`src/rtl/uart_pkg.sv`:
```
// uart_pkg: parity-mode constants and transmitter FSM encoding shared by the UART blocks
package uart_pkg;
  localparam int PAR_NONE = 0;
  localparam int PAR_ODD = 1;
  localparam int PAR_EVEN = 2;
  typedef logic [2:0] tx_state_t;
  localparam tx_state_t S_IDLE = 3'd0;
  localparam tx_state_t S_START = 3'd1;
  localparam tx_state_t S_DATA = 3'd2;
  localparam tx_state_t S_PAR = 3'd3;
  localparam tx_state_t S_STOP = 3'd4;
endpackage

```
`src/rtl/uart_tx_fifo.sv`:
```
// uart_tx_fifo: first-word fall-through synchronous FIFO with registered occupancy count
module uart_tx_fifo #(
  parameter int WIDTH = 8,
  parameter int DEPTH = 4,
  localparam int AW = $clog2(DEPTH)
) (
  input  logic             clk,
  input  logic             reset,
  input  logic             push,
  input  logic             pop,
  input  logic [WIDTH-1:0] din,
  output logic [WIDTH-1:0] dout,
  output logic [AW:0]      cnt,
  output logic             full,
  output logic             empty
);
  logic [WIDTH-1:0] mem [DEPTH];
  logic [AW-1:0] wr_ptr, rd_ptr;
  logic do_push, do_pop;
  assign full = cnt == (AW+1)'(DEPTH);
  assign empty = cnt == '0;
  assign do_push = push && !full;
  assign do_pop = pop && !empty;
  assign dout = mem[rd_ptr];
  always_ff @(posedge clk)
    if (do_push) mem[wr_ptr] <= din;
  // pointers wrap naturally because DEPTH is a power of two
  always_ff @(posedge clk or negedge reset)
    if (!reset) begin
      wr_ptr <= '0;
      rd_ptr <= '0;
      cnt <= '0;
    end else begin
      wr_ptr <= wr_ptr + AW'(do_push);
      rd_ptr <= rd_ptr + AW'(do_pop);
      cnt <= cnt + (AW+1)'(do_push) - (AW+1)'(do_pop);
    end
endmodule

```
`src/rtl/uart_tx_frame.sv`:
```
// uart_tx_frame: parametrised UART transmitter serialising words from an internal FIFO
module uart_tx_frame
  import uart_pkg::*;
#(
  parameter int CLK_DIV = 2500,
  parameter int DATA_BITS = 8,
  parameter int PARITY = 0,
  parameter int STOP_BITS = 1,
  parameter int FIFO_DEPTH = 4
) (
  input  logic                        clk,
  input  logic                        reset,
  input  logic [DATA_BITS-1:0]        tx_data,
  input  logic                        tx_vld,
  output logic                        tx_rdy,
  output logic                        tx,
  output logic                        busy,
  output logic [$clog2(FIFO_DEPTH):0] fifo_cnt
);
  localparam int BW = $clog2(CLK_DIV);
  localparam int NB = $clog2(DATA_BITS);
  localparam logic [BW-1:0] BAUD_LAST = BW'(CLK_DIV - 1);
  localparam logic [NB-1:0] DATA_LAST = NB'(DATA_BITS - 1);
  localparam logic [NB-1:0] STOP_LAST = NB'(STOP_BITS - 1);
  tx_state_t state;
  logic [BW-1:0] baud_cnt;
  logic [NB-1:0] bit_cnt;
  logic [DATA_BITS-1:0] shreg, fifo_dout;
  logic par_bit, full, empty, pop, baud_wrap;
  uart_tx_fifo #(.WIDTH(DATA_BITS), .DEPTH(FIFO_DEPTH)) u_fifo (
    .clk   (clk),
    .reset (reset),
    .push  (tx_vld),
    .pop   (pop),
    .din   (tx_data),
    .dout  (fifo_dout),
    .cnt   (fifo_cnt),
    .full  (full),
    .empty (empty)
  );
  assign tx_rdy = !full;
  assign busy = state != S_IDLE || !empty;
  assign baud_wrap = baud_cnt == BAUD_LAST;
  // popping at the last stop-bit wrap chains frames with no idle gap
  assign pop = !empty && (state == S_IDLE || (state == S_STOP && baud_wrap && bit_cnt == STOP_LAST));
  always_ff @(posedge clk or negedge reset)
    if (!reset) begin
      state <= S_IDLE;
      baud_cnt <= '0;
      bit_cnt <= '0;
      shreg <= '0;
      par_bit <= 1'b0;
      tx <= 1'b1;
    end else if (pop) begin
      state <= S_START;
      baud_cnt <= '0;
      bit_cnt <= '0;
      shreg <= fifo_dout;
      par_bit <= (PARITY == PAR_EVEN) ? ^fifo_dout : ~^fifo_dout;
      tx <= 1'b0;
    end else if (state != S_IDLE) begin
      baud_cnt <= baud_wrap ? '0 : baud_cnt + 1'b1;
      if (baud_wrap) begin
        if (state == S_START) begin
          state <= S_DATA;
          tx <= shreg[0];
        end else if (state == S_DATA && bit_cnt != DATA_LAST) begin
          bit_cnt <= bit_cnt + 1'b1;
          shreg <= shreg >> 1;
          tx <= shreg[1];
        end else if (state == S_DATA && PARITY != PAR_NONE) begin
          state <= S_PAR;
          bit_cnt <= '0;
          tx <= par_bit;
        end else if (state == S_DATA || state == S_PAR) begin
          state <= S_STOP;
          bit_cnt <= '0;
          tx <= 1'b1;
        end else if (bit_cnt != STOP_LAST) begin
          bit_cnt <= bit_cnt + 1'b1;
        end else begin
          state <= S_IDLE;
        end
      end
    end
endmodule
```
`config.mk`:
```
export PLATFORM = sky130hd
export DESIGN_NAME = uart_tx_frame
export DESIGN_NICKNAME = d
export VERILOG_FILES = /design/src/rtl/uart_pkg.sv /design/src/rtl/uart_tx_fifo.sv /design/src/rtl/uart_tx_frame.sv
export SDC_FILE = /design/constraint.sdc
export NUM_CORES = 1
export LEC_CHECK = 0
export CAP_MARGIN = 20
export CORE_AREA = 2 2 106 108
export CTS_CLUSTER_DIAMETER = 40
export DETAILED_ROUTE_END_ITERATION = 8
export DIE_AREA = 0 0 108 110
export GPL_TIMING_DRIVEN = 1
export PLACE_DENSITY = 0.42
export SYNTH_ARGS = -nofsm -noshare
export SYNTH_HDL_FRONTEND = slang
export SYNTH_HIERARCHICAL = 1
export SYNTH_SLANG_ARGS = --single-unit
```
`constraint.sdc`:
```
create_clock -name clk -period 5.6 [get_ports clk]
set_input_delay 1.12 -clock clk [delete_from_list [all_inputs] [get_ports clk]]
set_output_delay 1.12 -clock clk [all_outputs]
set_load 0.05 [all_outputs]
```
Yosys cells after proc, flatten, opt, wreduce, memory -nomap -nowiden
Memories as Yosys holds them, arrays and structs flattened.
Index checks and enable logic that the tools add are counted.

operators by class
  $add $sub $neg = 6
  eq/ne operators = 10
  muxes and demuxes = 30
  reductions and logical operators = 25

operators by type and width
  operator                                              count
  two-way mux 3 bit                                     14
  two-way mux 8 bit                                     5
  two-way mux 12 bit                                    3
  adder 12 x 1 -> 12 bit (second input constant)        1
  equality test 12 bit (second input constant)          1
  AND reduction 4 bit                                   3
  zero test 3 bit                                       3
  two-way mux 1 bit                                     8
  nonzero test 4 bit                                    2
  equality test 3 x 2 -> 1 bit (second input constant)  2
  equality test 3 bit (second input constant)           2
  logical AND 1 bit                                     6
  nonzero test 2 bit                                    3
  nonzero test 3 bit                                    2
  adder 2 x 1 -> 2 bit                                  2
  != test 4 x 3 -> 1 bit (second input constant)        1
  adder 3 x 1 -> 3 bit                                  1
  adder 3 x 1 -> 3 bit (second input constant)          1
  equality test 3 x 1 -> 1 bit (second input constant)  1
  logical OR 1 bit                                      3
  != test 3 x 2 -> 1 bit (second input constant)        1
  != test 3 bit (second input constant)                 1
  AND reduction 3 bit                                   1
  subtractor 3 x 1 -> 3 bit                             1
  other kinds (2)                                       3

storage, ports and cells
  register bits after elaboration = 34
  bits in writable memories = 32
  bits of input ports = 11
  memories = 1

memories
  name        words  bits a word  rd ports  clocked after Yosys merged registers in  wr ports  RTL line            text
  u_fifo.mem  4      8            1         0                                        1         uart_tx_fifo.sv:17  logic [WIDTH-1:0] mem [DEPTH];

Logic depth before layout (Yosys ltp)
Gate-level depths: netlist of run 1.

  depth after elaboration = 8
  gate-level depth with buffers = 11
  gate-level depth less buffers = 11

By module
The synthesis of run 1 kept the hierarchy.

by module, submodules not included
  module         times used  cells an instance  area an instance (um2)  seq. area each (um2)
  uart_tx_frame  1           164                1605.3                  676.9
  uart_tx_fifo   1           73                 1545.2                  1136.1

Least setup slack after synthesis of run 1
No wires, ideal clock.

  path type = register to register
  from = register u_fifo.cnt[1]
  to = register u_fifo.cnt[2]
  arrival = 2.809 ns
  data required time = 5.475 ns
  setup slack = 2.666 ns
  stages on the path, launching flop included = 8
  cells stage by stage = dfrtp_1 nor3_1 or3_4 a21oi_2 or3b_1 fa_1 xnor2_1 xnor2_1

between the ends
  longest elaborated chain between the ends = 5
  elaborated cells between the ends (all ways) = 9
  classes of those cells = add/sub (2); eq/ne (1); reduce/logical (6)

RTL lines
  element                    RTL line             text
  start: declaration         uart_tx_fifo.sv:13   output logic [AW:0] cnt,
  start signal: assignment   uart_tx_fifo.sv:36   cnt <= cnt + (AW+1)'(do_push) - (AW+1)'(do_pop);
  zero test 3 bit            uart_tx_fifo.sv:21   assign empty = cnt == '0;
  net empty                  uart_tx_frame.sv:29  logic par_bit, full, empty, pop, baud_wrap;
  zero test 1 bit            uart_tx_frame.sv:45  assign pop = !empty && (state == S_IDLE || (state == S_STOP && baud_wrap && bit_cnt == STOP_LAST));
  logical AND 1 bit          uart_tx_frame.sv:45
  net pop                    uart_tx_frame.sv:29
  logical AND 1 bit          uart_tx_fifo.sv:23   assign do_pop = pop && !empty;
  subtractor 3 x 1 -> 3 bit  uart_tx_fifo.sv:36

The timed path passes the listed nets, and every way through them passes these cells.
A chain may end at the register's enable or synchronous reset.

Final worst setup path of run 1
  from = register u_fifo.cnt[1]
  to = output busy

between the ends
  longest elaborated chain between the ends = 3

RTL lines
  element           RTL line             text
  zero test 3 bit   uart_tx_fifo.sv:21
  net empty         uart_tx_frame.sv:29
  zero test 1 bit   uart_tx_frame.sv:42  assign busy = state != S_IDLE || !empty;
  logical OR 1 bit  uart_tx_frame.sv:42
  end: declaration  uart_tx_frame.sv:17  output logic busy,

The timed path passes the listed nets, and every way through them passes these cells.

==> results.md, run 1 <==
- Hold path depth: 2
- Post-cts resize count: 0
- Final nets: 277
- Hold buffer count at cts: 0
- Die area: 11,900 um2
- Setup crit start kind: register
- Port Buf Inserts: 16
- Crit path buf inv count: 2
- Hold Violations, Final: 0
- Leakage: 1.37 nW
- Total Routing Usage GR: 11.9%
- Final Power: 1.27 mW
- Finished Layout Cells: 404
- GRT overflow: 0
- Setup tns final: 0 ns
- Flops & latches, synth: 66
- Vias/cell: 4.77
- Critical path fanouts, max: 8
- Cell count of the worst reg-to-reg path: 9
- Worst hold endpoint: tx$_DFFE_PN1P_
- Clk pin slew, worst setup/hold paths: 0.07 ns
- Total CTS buffers: 9
- Setup CP Type: reg2out
- Peak VDD IR: 157 uV
- Final period util: 68.5%
- Most used DFF post-synth: dfrtp_1
- Ant diodes: 0
- Critical path, cell by cell: nor3_1, nor4b_4, inv_1, clkdlybuf4s50_1
- Vias in the first global route: 1,930
- Cell variety after synth: 55
- H-tree levels: 3
- HPWL Detailed: 4.19 mm
- Slew @ Worst Pin: 0.822 ns
- R2r setup slk: 2.68 ns
- DRT iter0 DRCs: 96
- Power per cell area: 348 nW/um2
- Fin util: 34.1%
- Post-synth EDFFs: 32
- Initial antenna violation count: 0
- Setup crit end kind: primary output
- Share of layout cells above drive strength 1: 18.2%
- Syn Nets: 255
- First drt pass iteration count: 4
- Post-DRT Antenna Nets: 0
- Worst slack, placed: 2.17 ns
- Fmax achieved: 261 MHz
- Final min period: 3.84 ns
- # Post-CTS Setup Buffers: 0
- Hold path start: tx$_DFFE_PN1P_
- Die width: 108 um
- Syn avg cell area: 13.3 um2
- Inst Count DP: 388
- GPL Wtd Cong: 0.684
- Clock Skews: 0.0113 ns
- Max clock buf depth: 2
- FF-to-FF End: u_fifo/cnt[1]$_DFF_PN0_
- Routed wire length per instance: 15.3 um
- Starting Density: 29.5%
- Synth Cell Area: 3150 um2
- CP delay by family, top: simple AND/OR/NAND/NOR gates
- First-pass GRT wire length: 10.4 mm
- Core ar.: 10,700 um2
- Hold WC Path Type: reg2reg
- Slew headroom: 45.2%
- Yosys warning total: 6
- Num ports: 17
- Register area share after synthesis: 57.5%
- CTS tree: yes
- Total number of vias: 1,929
- Drt drc: 0
- Worst skew pair latency: 0.35 ns
- Final setup viols: 0
- FFs w/ async S/R, synth: 51.5%
- CP max stage delay: 0.72 ns
- Largest net degree at the start of global routing: 35
- Reg2reg start: bit_cnt[0]$_DFFE_PN0P_
- Status: completed
- Mapped Cells: 237
- Critical path depth: 4
- Area growth from synthesis to layout: 15.8%
- Final slew viol count: 0
- WP data required: 4.48 ns
- Count of max-cap constraint violations: 0
- Setup WS post-layout: 1.76 ns
- Root buffer cell: clkbuf_8
- Die Span Y: 110 um
- RSZ-0062 raised after global routing: false
- Num rows: 38
- Final WL: 6.18 mm
- Crit path DAT: 2.72 ns
- CP max stage cell: clkdlybuf4s50_1
- Clock sinks: 66
registers in the layout (all words and copies together) (netlist names):
| name | cells |
|---|---|
| u_fifo/rd_ptr | 2 |
| baud_cnt | 12 |
| tx | 1 |
| u_fifo/wr_ptr | 2 |
| u_fifo/mem | 32 |
| u_fifo/cnt | 3 |
| shreg | 8 |
| bit_cnt | 3 |
| state | 3 |
placed cells by master, fill, tap and decap left out, types with 2 or more instances in the layout:
cell | synthesis | routed
xor2_1 | 7 | 7
inv_1 | 14 | 14
clkinvlp_4 | 0 | 2
xnor2_1 | 6 | 6
nor4bb_1 | 3 | 3
clkdlybuf4s50_1 | 0 | 15
nor3_1 | 3 | 3
nand2b_1 | 3 | 3
a21oi_1 | 9 | 9
nor2b_1 | 2 | 2
nor2_1 | 17 | 17
nand4_1 | 4 | 4
buf_4 | 0 | 3
o22a_2 | 6 | 6
edfxtp_1 | 32 | 32
o21ai_0 | 11 | 11
nor3_4 | 3 | 3
o22ai_1 | 8 | 8
nand2_1 | 10 | 10
clkbuf_8 | 0 | 9
mux4_2 | 8 | 8
o2bb2ai_1 | 2 | 2
ha_1 | 6 | 6
o21a_1 | 3 | 3
nand3_1 | 9 | 9
dfrtp_1 | 33 | 33
power breakdown:
group	switching, mW	total, mW	internal [mW]
Sequential	0.0472	0.632	0.585
Clock	0.189	0.396	0.207
Combinational	0.138	0.240	0.102
stage by stage:
step / hold WS [ns] / instance area [um2]
final: 0.479 / 3650
after CTS: 0.481 / 3650
after global placement: 0.480 / 3450
after floorplan: 0.460 / 3150
after detailed placement: 0.472 / 3450
after global routing: 0.491 / 3650
cells by family after synthesis:
logic type	count (synthesis)	synth area share, %
XOR/XNOR	13	3.61
buffers and inverters	22	3.30
multiplexers	9	6.04
flip-flops	66	57.5
adder cells (fa/ha/maj)	7	3.02
AO/OA/AOI/OAI	51	11.8
AND/OR/NAND/NOR	69	14.7
metal layers:
layer	track usage (%)	wire length (um)
met1	15.9	2950
met2	17.7	2910
met3	3.23	207
met4	6.59	109
met5	0	0
worst max-delay path by stage:
stage | startpoint | end
after floorplan | u_fifo/cnt[1]$_DFF_PN0_ | u_fifo/cnt[2]$_DFF_PN0_
after global placement | u_fifo/cnt[1]$_DFF_PN0_ | busy
after detailed placement | u_fifo/cnt[1]$_DFF_PN0_ | busy
after CTS | u_fifo/cnt[1]$_DFF_PN0_ | busy
after global routing | u_fifo/cnt[1]$_DFF_PN0_ | busy
final | u_fifo/cnt[1]$_DFF_PN0_ | busy
layout make-up:
type                       instances  area [um2]
multi-input combinational        149        1230
fill                            1074        7050
tap                              140         175
sequential                        66        1810
inverter                          14        52.6
clock buffer                      10         128
timing repair buffer              19         178
clock inverter                     6        67.6
synth_stat cells, types with 2 or more instances:
library cell	n	area share, %
a21oi_1	9	1.4
buf_2	5	0.79
buf_6	2	0.71
dfrtp_1	33	26
edfxtp_1	32	31
ha_1	6	2.4
inv_1	14	1.7
mux4_2	8	5.7
nand2_1	10	1.2
nand2b_1	3	0.60
nand3_1	9	1.4
nand4_1	4	0.79
nor2_1	17	2.0
nor2b_1	2	0.40
nor3_1	3	0.48
nor3_4	3	1.5
nor4bb_1	3	0.95
o21a_1	3	0.71
o21ai_0	11	1.7
o22a_2	6	1.9
o22ai_1	8	1.6
o2bb2ai_1	2	0.56
xnor2_1	6	1.7
xor2_1	7	1.9
worst register-to-register path, cell delays in order, from the launching register on:
cell,delay [ns]
dfrtp_1,0.40
inv_1,0.09
ha_1,0.15
nor4bb_1,0.31
nand4_1,0.19
a21oi_2,0.52
mux2i_1,0.17
a221oi_1,0.32
ha_1,0.22
fa_1,0.42
(Power assumes the default switching activity.)
==> run 2: changes to the inputs <==
--- a/config.mk
+++ b/config.mk
@@ -11,7 +11,7 @@
 export DETAILED_ROUTE_END_ITERATION = 8
 export DIE_AREA = 0 0 108 110
 export GPL_TIMING_DRIVEN = 1
-export PLACE_DENSITY = 0.42
+export PLACE_DENSITY = 0.44
 export SYNTH_ARGS = -nofsm -noshare
 export SYNTH_HDL_FRONTEND = slang
 export SYNTH_HIERARCHICAL = 1
==> constraint.sdc (replaced) <==
create_clock -name clk -period 3.4 [get_ports clk]
set_input_delay 0.68 -clock clk [delete_from_list [all_inputs] [get_ports clk]]
set_output_delay 0.68 -clock clk [all_outputs]
set_load 0.05 [all_outputs]
==> run 2 against run 1 <==
Effect of this change:
- global-route usage shrank 0.23 points
- combinational power grew 65%
- die area unchanged
- via count rose by 1.0%
- sequential power grew 65%
- clock skew rose by 0.0027 ns
- wire length increased by 1.1%
- critical path type unchanged
- non-clock buffer count rose by 3
==> results.md, run 2 (synthesized netlist as in run 1, its figures left out) <==
- Status: completed
- Final nets: 280
- Fmax achieved: 322 MHz
- GPL Wtd Cong: 0.700
- Final WL: 6.24 mm
- Commonest non-fill, non-tap cell in the layout: dfrtp_1
- Clock Skews: 0.0140 ns
- Starting Density: 29.5%
- Total number of vias: 1,949
- Routed wire length per instance: 15.3 um
- Area growth from synthesis to layout: 16.6%
- GRT overflow: 0
- Final period util: 91.3%
- Leakage: 1.40 nW
- Commonest non-fill, non-tap cells in the layout: dfrtp_1 (33), edfxtp_1 (32), nor2_1 (17)
- Fillers: 1,083
- H-tree levels: 3
- Critical path, cell by cell: nor3_1, nor4b_4, inv_1, clkdlybuf4s50_1
- Finished Layout Cells: 407
- RSZ-0062 raised after global routing: false
- Crit path DAT: 2.42 ns
- Num rows: 38
- Critical path fanouts, max: 8
- Share of layout cells above drive strength 1: 19.1%
- Hold Violations, Final: 0
- Worst slack, placed: 0.683 ns
- Drt drc: 0
- Ant diodes: 0
- Hold WC Path Type: in2async
- Initial antenna violation count: 0
- Total CTS buffers: 9
- CP max stage cell: clkdlybuf4s50_1
- Setup tns final: 0 ns
- Vias/cell: 4.79
- Slew @ Worst Pin: 0.797 ns
- Post-cts resize count: 0
- Setup crit end kind: primary output
- Largest net degree at the start of global routing: 35
- HPWL Detailed: 4.15 mm
- Top flop regs: u_fifo/mem: 32 flops, baud_cnt: 12 flops, shreg: 8 flops
- Final slew viol count: 0
- Count of max-cap constraint violations: 0
- Clock sinks: 66
- Port Buf Inserts: 16
- Max FFs per register: 32
- Hold Slack: 0.419 ns
- DRT iter0 DRCs: 117
- Biggest register: u_fifo/mem
- Vias in the first global route: 1,980
- Peak VDD IR: 280 uV
- Clk pin slew, worst setup/hold paths: 0.08 ns
- Final Power: 2.12 mW
- First-pass GRT wire length: 10.4 mm
- Reg2reg start: u_fifo/cnt[1]$_DFF_PN0_
- Root buffer cell: clkbuf_8
- Post-DRT Antenna Nets: 0
- # Post-CTS Setup Buffers: 0
- Post-DP Area: 3470 um2
- Power per cell area: 577 nW/um2
- Setup crit start kind: register
- Final min period: 3.10 ns
- Final setup viols: 0
- R2r setup slk: 0.66 ns
- CTS tree: yes
- Die width: 108 um
- Worst skew pair latency: 0.34 ns
- Die area: 11,900 um2
- Fin area: 3670 um2
- CP max stage delay: 0.72 ns
- Setup WS post-layout: 0.297 ns
- Crit path launch: u_fifo/cnt[1]$_DFF_PN0_
- WP data required: 2.72 ns
- Slew headroom: 46.9%
- Num ports: 17
- Max clock buf depth: 2
- Setup CP Type: reg2out
- Hold buffer count at cts: 0
- Die Span Y: 110 um
- First drt pass iteration count: 4
- Fin util: 34.3%
- Total Routing Usage GR: 11.7%
- Core ar.: 10,700 um2
- Inst Count DP: 391
[run 2: changes by cell type in the layout (fill, tap and decap cells not counted), sizes merged]
cell / delta
clkinvlp: -2
clkbuf: -1
buf: +3
inv: +2
clkinv: +1
[run 2: path summary, 6_finish.rpt]
check,depth (start not counted),end
setup / recovery,4,busy
hold / removal,1,state[0]$_DFFE_PN0P_
setup reg to reg,8,u_fifo/cnt[2]$_DFF_PN0_
hold reg to reg,2,tx$_DFFE_PN1P_
max in group asynchronous,1,u_fifo/cnt[0]$_DFF_PN0_
min in group clk,2,tx$_DFFE_PN1P_
[run 2: final cells by class]
cell class | count | area [um2] | share of cell area, %
sequential | 66 | 1810 | 49.4
multi-input combinational | 149 | 1230 | 33.6
timing repair buffer | 22 | 200 | 5.45
tap | 140 | 175 | 4.77
clock buffer | 9 | 124 | 3.37
clock inverter | 7 | 73.8 | 2.01
inverter | 14 | 52.6 | 1.43
[run 2: routing by layer]
| layer | vias up | wire length [um] | track usage (%) |
|---|---|---|---|
| li1 | 947 | - | - |
| met1 | 978 | 2960 | 15.0 |
| met2 | 18 | 3060 | 19.0 |
| met3 | 6 | 155 | 3.35 |
| met4 | 0 | 68 | 4.12 |
| met5 | - | 0 | 0 |
[run 2: worst max-delay path: cells and delay by family, from the launching register on]
kind                   cells  cell delay (ns)
buffers and inverters      2             0.86
and+or+nand+nor            2             0.74
DFF                        1             0.49
[run 2: power breakdown]
part           internal, mW  switching (mW)  total, mW
sequential            0.963          0.0803       1.04
clock                 0.344           0.335      0.679
combinational         0.171           0.226      0.397
total                  1.48           0.641       2.12
